`config.mk`:
```
export PLATFORM = sky130hd
export DESIGN_NAME = branch_target_predictor_flat
export DESIGN_NICKNAME = d
export VERILOG_FILES = /design/src/rtl/branch_target_predictor_if.sv /design/src/rtl/branch_target_predictor.sv /design/src/flat_wrapper.sv
export SDC_FILE = /design/constraint.sdc
export NUM_CORES = 2
export LEC_CHECK = 0
export BUFFER_PORTS_ARGS = -buffer_cell sky130_fd_sc_hd__buf_2
export CORE_MARGIN = 2
export CORE_UTILIZATION = 47
export CTS_CLUSTER_DIAMETER = 30
export DETAILED_ROUTE_END_ITERATION = 8
export PLACE_DENSITY_LB_ADDON = 0.08
export SYNTH_ARGS = -nofsm -noshare
export SYNTH_HDL_FRONTEND = slang
export SYNTH_SLANG_ARGS = --single-unit
```
`constraint.sdc`:
```
create_clock -name clk -period 74.5 [get_ports clk]
set_input_delay 7.45 -clock clk [delete_from_list [all_inputs] [get_ports clk]]
set_output_delay 7.45 -clock clk [all_outputs]
set_load 0.03 [all_outputs]
```
`src/rtl/branch_target_predictor_if.sv`:
```
// Lookup, update, flush and statistics bundle of the branch target predictor.
// The master drives the fetch and resolution side and the slave is the predictor.
interface branch_target_predictor_if #(
   parameter int unsigned DATA_W = 64,
   parameter int unsigned STAT_W = 32
);
   logic              lookup_en;
   logic [DATA_W-1:0] lookup_pc;
   logic              pred_taken;
   logic [DATA_W-1:0] pred_target;
   logic              upd_valid;
   logic [DATA_W-1:0] upd_pc;
   logic              upd_is_jump;
   logic              upd_taken;
   logic [DATA_W-1:0] upd_target;
   logic              upd_mispredict;
   logic              flush_all;
   logic [STAT_W-1:0] stat_lookups;
   logic [STAT_W-1:0] stat_mispredicts;

   modport master (
      output lookup_en, lookup_pc, upd_valid, upd_pc, upd_is_jump, upd_taken, upd_target,
             upd_mispredict, flush_all,
      input  pred_taken, pred_target, stat_lookups, stat_mispredicts
   );

   modport slave (
      input  lookup_en, lookup_pc, upd_valid, upd_pc, upd_is_jump, upd_taken, upd_target,
             upd_mispredict, flush_all,
      output pred_taken, pred_target, stat_lookups, stat_mispredicts
   );
endinterface

```
`src/rtl/branch_target_predictor.sv`:
```
// Direct-mapped tagged branch target table with saturating direction counters,
// combinational lookup, ID-stage updates, whole-table flush and saturating statistics.
module branch_target_predictor #(
   parameter int unsigned DATA_W = 64,
   parameter int unsigned IDX_W  = 4,
   parameter int unsigned TAG_W  = 8,
   parameter int unsigned CNT_W  = 2,
   parameter int unsigned STAT_W = 32
) (
   input logic                     clk,
   input logic                     arst,
   branch_target_predictor_if.slave bus
);
   localparam int unsigned DEPTH = 2 ** IDX_W;
   localparam int unsigned TAG_LO = IDX_W + 2;
   localparam int unsigned TAG_HI = IDX_W + TAG_W + 1;
   localparam logic [CNT_W-1:0]  CNT_MAX  = '1;
   localparam logic [CNT_W-1:0]  CNT_WEAK = CNT_W'(1 << (CNT_W - 1));
   localparam logic [STAT_W-1:0] STAT_MAX = '1;

   logic              r_valid  [DEPTH];
   logic [TAG_W-1:0]  r_tag    [DEPTH];
   logic [CNT_W-1:0]  r_cnt    [DEPTH];
   logic [DATA_W-1:0] r_target [DEPTH];
   logic [STAT_W-1:0] r_stat_lookups;
   logic [STAT_W-1:0] r_stat_mispredicts;

   logic [IDX_W-1:0] w_lk_idx;
   logic [TAG_W-1:0] w_lk_tag;
   logic             w_lk_hit;
   logic [IDX_W-1:0] w_up_idx;
   logic [TAG_W-1:0] w_up_tag;
   logic             w_up_hit;
   logic [CNT_W-1:0] w_up_cnt;
   logic             w_wr_en;
   logic             w_tgt_wr;
   logic [CNT_W-1:0] w_cnt_nxt;
   logic             w_unused;

   assign w_lk_idx = bus.lookup_pc[IDX_W+1:2];
   assign w_lk_tag = bus.lookup_pc[TAG_HI:TAG_LO];
   assign w_lk_hit = r_valid[w_lk_idx] && (r_tag[w_lk_idx] == w_lk_tag);

   // Lookup reads only the registered table, so a same-cycle update is not visible yet.
   assign bus.pred_taken  = w_lk_hit && r_cnt[w_lk_idx][CNT_W-1];
   assign bus.pred_target = bus.pred_taken ? r_target[w_lk_idx] : bus.lookup_pc + DATA_W'(4);

   assign w_up_idx = bus.upd_pc[IDX_W+1:2];
   assign w_up_tag = bus.upd_pc[TAG_HI:TAG_LO];
   assign w_up_hit = r_valid[w_up_idx] && (r_tag[w_up_idx] == w_up_tag);
   assign w_up_cnt = r_cnt[w_up_idx];

   assign w_unused = ^{bus.upd_pc[1:0], bus.upd_pc[DATA_W-1:TAG_HI+1]};

   always_comb begin
      w_wr_en   = 1'b0;
      w_tgt_wr  = 1'b0;
      w_cnt_nxt = w_up_cnt;
      if (bus.upd_valid && !bus.flush_all) begin
         if (w_up_hit) begin
            w_wr_en = 1'b1;
            if (bus.upd_is_jump) begin
               w_cnt_nxt = CNT_MAX;
               w_tgt_wr  = 1'b1;
            end else if (bus.upd_taken) begin
               w_cnt_nxt = (w_up_cnt == CNT_MAX) ? w_up_cnt : w_up_cnt + CNT_W'(1);
               w_tgt_wr  = 1'b1;
            end else begin
               w_cnt_nxt = (w_up_cnt == '0) ? w_up_cnt : w_up_cnt - CNT_W'(1);
            end
         end else if (bus.upd_is_jump || bus.upd_taken) begin
            // Miss on a taken transfer replaces whatever sits at this index.
            w_wr_en   = 1'b1;
            w_tgt_wr  = 1'b1;
            w_cnt_nxt = bus.upd_is_jump ? CNT_MAX : CNT_WEAK;
         end
      end
   end

   always_ff @(posedge clk or posedge arst) begin
      if (arst) begin
         for (int i = 0; i < DEPTH; i++) begin
            r_valid[i]  <= 1'b0;
            r_tag[i]    <= '0;
            r_cnt[i]    <= '0;
            r_target[i] <= '0;
         end
      end else if (bus.flush_all) begin
         for (int i = 0; i < DEPTH; i++) begin
            r_valid[i] <= 1'b0;
         end
      end else if (w_wr_en) begin
         r_valid[w_up_idx] <= 1'b1;
         r_tag[w_up_idx]   <= w_up_tag;
         r_cnt[w_up_idx]   <= w_cnt_nxt;
         if (w_tgt_wr) begin
            r_target[w_up_idx] <= bus.upd_target;
         end
      end
   end

   always_ff @(posedge clk or posedge arst) begin
      if (arst) begin
         r_stat_lookups     <= '0;
         r_stat_mispredicts <= '0;
      end else begin
         if (bus.lookup_en && (r_stat_lookups != STAT_MAX)) begin
            r_stat_lookups <= r_stat_lookups + STAT_W'(1);
         end
         if (bus.upd_valid && bus.upd_mispredict && (r_stat_mispredicts != STAT_MAX)) begin
            r_stat_mispredicts <= r_stat_mispredicts + STAT_W'(1);
         end
      end
   end

   assign bus.stat_lookups     = r_stat_lookups;
   assign bus.stat_mispredicts = r_stat_mispredicts;
endmodule

```
`src/flat_wrapper.sv`:
```
// flat-port wrapper written by rule: the top's interface ports become plain ports
module branch_target_predictor_flat 
#(
   parameter int unsigned DATA_W = 64,
   parameter int unsigned IDX_W  = 4,
   parameter int unsigned TAG_W  = 8,
   parameter int unsigned CNT_W  = 2,
   parameter int unsigned STAT_W = 32
)
  (clk, arst, bus_lookup_en, bus_lookup_pc, bus_upd_valid, bus_upd_pc, bus_upd_is_jump, bus_upd_taken, bus_upd_target, bus_upd_mispredict, bus_flush_all, bus_pred_taken, bus_pred_target, bus_stat_lookups, bus_stat_mispredicts);
  branch_target_predictor_if #(.DATA_W(DATA_W), .STAT_W(STAT_W)) bus_i ();
  input logic clk;
  input logic arst;
  input wire logic [$bits(bus_i.lookup_en)-1:0] bus_lookup_en;
  input wire logic [$bits(bus_i.lookup_pc)-1:0] bus_lookup_pc;
  input wire logic [$bits(bus_i.upd_valid)-1:0] bus_upd_valid;
  input wire logic [$bits(bus_i.upd_pc)-1:0] bus_upd_pc;
  input wire logic [$bits(bus_i.upd_is_jump)-1:0] bus_upd_is_jump;
  input wire logic [$bits(bus_i.upd_taken)-1:0] bus_upd_taken;
  input wire logic [$bits(bus_i.upd_target)-1:0] bus_upd_target;
  input wire logic [$bits(bus_i.upd_mispredict)-1:0] bus_upd_mispredict;
  input wire logic [$bits(bus_i.flush_all)-1:0] bus_flush_all;
  output wire logic [$bits(bus_i.pred_taken)-1:0] bus_pred_taken;
  output wire logic [$bits(bus_i.pred_target)-1:0] bus_pred_target;
  output wire logic [$bits(bus_i.stat_lookups)-1:0] bus_stat_lookups;
  output wire logic [$bits(bus_i.stat_mispredicts)-1:0] bus_stat_mispredicts;
  assign bus_i.lookup_en = bus_lookup_en;
  assign bus_i.lookup_pc = bus_lookup_pc;
  assign bus_i.upd_valid = bus_upd_valid;
  assign bus_i.upd_pc = bus_upd_pc;
  assign bus_i.upd_is_jump = bus_upd_is_jump;
  assign bus_i.upd_taken = bus_upd_taken;
  assign bus_i.upd_target = bus_upd_target;
  assign bus_i.upd_mispredict = bus_upd_mispredict;
  assign bus_i.flush_all = bus_flush_all;
  assign bus_pred_taken = bus_i.pred_taken;
  assign bus_pred_target = bus_i.pred_target;
  assign bus_stat_lookups = bus_i.stat_lookups;
  assign bus_stat_mispredicts = bus_i.stat_mispredicts;
  branch_target_predictor #(.DATA_W(DATA_W), .IDX_W(IDX_W), .TAG_W(TAG_W), .CNT_W(CNT_W), .STAT_W(STAT_W)) u_core (.clk(clk), .arst(arst), .bus(bus_i));
endmodule
```
==> insert_results.sql <==
INSERT INTO impl_metrics (metric_group, metric, value, unit) VALUES
('status', 'status', 'complete, no violations', ''),
('clock_network', 'tritoncts', 'yes', ''),
('placement', 'globalplace.congestion', '0.780', ''),
('drt', 'dr.first_iter.drc_count', '2189', ''),
('power_and_ir_drop', 'report.power.total', '2.54', 'mW'),
('timing', 'clock_skew', '0.0406', 'ns'),
('worst_hold_path', 'min_path_type', 'reg -> reg', ''),
('yosys', 'synthesis.area_per_instance', '15.3', 'um^2'),
('final_layout', 'fillerInstances', '9905', ''),
('floorplan', 'core_area', '126000', 'um^2'),
('floorplan', 'initial_core_util', '47.4', '%'),
('power_and_ir_drop', 'ir_worst_vdd', '0.0287', 'mV'),
('clock_network', 'cts-root-buf', 'clkbuf_16', ''),
('clock_network', 'clockBufferDepth', '4', ''),
('timing', 'final-max-slew-violation-count', '0', ''),
('floorplan', 'die_area', '130000', 'um^2'),
('final_layout', 'mostFrequentLayoutCells', 'dfrtp_1 (1264), mux2_2 (1034), mux4_2 (391)', ''),
('timing', 'min_period', '19.98', 'ns'),
('drt', 'post_drt_wl_per_cell', '26.2', 'um'),
('timing', 'worst_hold_slack', '0.481', 'ns'),
('yosys', 'async_set_reset_flop_share_out_of_synthesis', '100', '%'),
('final_layout', 'final_common_cell', 'dfrtp_1', ''),
('timing', 'post_route_fraction_of_the_period_consumed_by_the_critical_path', '26.8', '%'),
('clock_network', 'post_cts_hold_buffer_count', '0', ''),
('drt', 'drt_pass1_iterations', '5', ''),
('timing', 'setup-violations-final', '0', ''),
('power_and_ir_drop', 'p_per_area', '34.5', 'nW/um^2'),
('final_layout', 'finish.net_count', '4450', ''),
('timing', 'maxClockFrequency', '50.0', 'MHz'),
('global_routing', 'grt-ovfl-total', '0', ''),
('placement', 'detailedPlacementHpwl', '88.1', 'mm'),
('critical_path', 'cp.required', '67.05', 'ns'),
('timing', 'rsz_0062_raised_after_global_routing', 'false', ''),
('critical_path', 'critical_path.startpoint_type', 'input pin', ''),
('floorplan', 'die_height', '360', 'um'),
('drt', 'route.detailed.drc', '0', ''),
('global_routing', 'antenna_found_initial', '32', ''),
('timing', 'worst_slack', '54.52', 'ns'),
('global_routing', 'via_count_of_the_first_global_routing_pass', '37966', ''),
('yosys', 'netlist_instances', '3886', ''),
('yosys', 'synth_warnings', '0', ''),
('yosys', 'synth.distinct_cells', '52', ''),
('placement', 'dpl-instance-area', '62500', 'um^2'),
('global_routing', 'wire_length_of_the_first_global_routing_pass', '245', 'mm'),
('yosys', 'syn_area', '59600', 'um^2'),
('final_layout', 'share_of_post_route_cells_with_drive_strength_above_1', '51.9', '%'),
('timing', 'hold_viol_final', '0', ''),
('clock_network', 'cts-htree-levels', '5', ''),
('critical_path', 'worstPathMaxFanout', '77', ''),
('drt', 'routed_via_density', '5.81', ''),
('drt', 'vias', '35665', ''),
('clock_network', 'cts_num_sinks', '1264', ''),
('floorplan', 'fp.dieW', '360', 'um'),
('final_layout', 'post-route-util', '58.5', '%'),
('timing', 'finalSetupTns', '0', 'ns'),
('timing', 'tightest_slew', '1.20', 'ns'),
('final_layout', 'stdcell_count', '6142', ''),
('placement', 'place_worst_setup_slack', '54.51', 'ns'),
('placement', 'place.detailed.instances', '5570', ''),
('clock_network', 'clock_pin_transition_on_the_worst_setup_and_hold_timing_paths', '0.04', 'ns'),
('clock_network', 'numCtsBuffers', '325', ''),
('power_and_ir_drop', 'static-leakage-power', '33.1', 'nW'),
('drt', 'antenna_violating_nets_post_route', '0', ''),
('critical_path', 'worst-endpoint-arrival', '12.53', 'ns'),
('critical_path', 'timing.critical_path.to_type', 'output pin', ''),
('final_layout', 'final-seq-area', '31600', 'um^2'),
('drt', 'routed_wirelength', '161', 'mm'),
('global_routing', 'largest_net_degree_at_the_start_of_global_routing', '173', ''),
('floorplan', 'placement_rows', '130', ''),
('yosys', 'yosys_register_bits', '1264', ''),
('final_layout', 'multiInputGateArea', '26800', 'um^2');
==> layer usage <==
metal / global-route usage [%] / wire length, um / vias to the layer above / part of all wire, %
li1: - / - / 15321 / -
met1: 34.6 / 70300 / 19064 / 44
met2: 39.5 / 76500 / 905 / 48
met3: 5.14 / 8960 / 353 / 5.6
met4: 9.26 / 5000 / 22 / 3.1
met5: 0 / 148 / - / 0.092
==> layout make-up <==
class | count | area share, %
multi-input combinational | 2290 | 36.4
tap | 1650 | 2.81
clock buffer | 410 | 12.2
antenna | 10 | 0.0340
timing repair buffer | 346 | 2.71
clock inverter | 152 | 2.66
inverter | 20 | 0.112
sequential | 1264 | 43.0
==> critical path, stage by stage <==
cell	delay, ns
buf_8	0.44
buf_4	0.80
mux4_2	0.59
mux2i_1	0.18
xnor2_1	0.09
o31ai_1	0.83
and4_1	0.37
nand2_4	0.36
buf_4	0.50
nor2_1	0.43
a21oi_1	0.07
buf_2	0.23
==> power by group <==
group / internal (mW) / switching (mW) / leakage, nW
combinational: 0.165 / 0.114 / 11.4
sequential: 0.804 / 0.0617 / 16.5
clock: 0.979 / 0.412 / 5.30
total: 1.95 / 0.588 / 33.1
==> state kept, by name (all words and copies together) (netlist names) <==
register and count:
u_core.bus.stat_lookups 32, u_core.bus.stat_mispredicts 32, u_core.r_cnt 32, u_core.r_tag 128
u_core.r_target 1024, u_core.r_valid 16
==> final timing paths <==
path,startpoint,endpoint,cells after the start
max,bus_lookup_pc[2],bus_pred_target[30],12
min,u_core.r_cnt[12],u_core.r_cnt[12],1
max reg2reg,u_core.r_tag[40],u_core.r_tag[88],10
min reg2reg,u_core.r_cnt[12],u_core.r_cnt[12],1
max in group asynchronous,arst,u_core.bus.stat_lookups[27],6
min in group asynchronous,arst,u_core.r_target[461],2
==> cells in the mapped netlist, types with 7 or more instances <==
cell / n / area (um^2)
o21ai_0: 7 / 35.0
mux4_2: 391 / 8810
o21ba_1: 9 / 90.1
nand4_1: 24 / 150
and4_1: 9 / 78.8
dfrtp_1: 1264 / 31600
nand3_1: 59 / 295
clkbuf_1: 236 / 886
buf_2: 58 / 290
and3_1: 23 / 144
nor3_1: 17 / 85.1
buf_4: 11 / 82.6
nand2_1: 96 / 360
and2_1: 12 / 75.1
xnor2_1: 87 / 762
nor2b_1: 15 / 93.8
nor3_2: 8 / 80.1
mux2i_1: 34 / 340
xor2_1: 54 / 473
nor4_1: 8 / 50.1
nor2_1: 118 / 443
a21oi_1: 67 / 335
mux2_2: 1034 / 11600
inv_1: 20 / 75.1
mux2_1: 159 / 1790
==> logic make-up (layout without fill, tap and decap cells) <==
kind of cell / Yosys count / after routing / share of synthesized area, %
XOR/XNOR: 141 / 141 / 2.07
AND/OR/NAND/NOR: 410 / 410 / 3.37
buffers and inverters: 332 / 928 / 2.29
other: 0 / 10 / 0
flip-flops: 1264 / 1264 / 53.1
adder cells (fa/ha/maj): 5 / 5 / 0.0966
AO/OA/AOI/OAI: 116 / 116 / 1.21
multiplexers: 1618 / 1618 / 37.9
No activity file was read; power rests on OpenSTA's default activity.
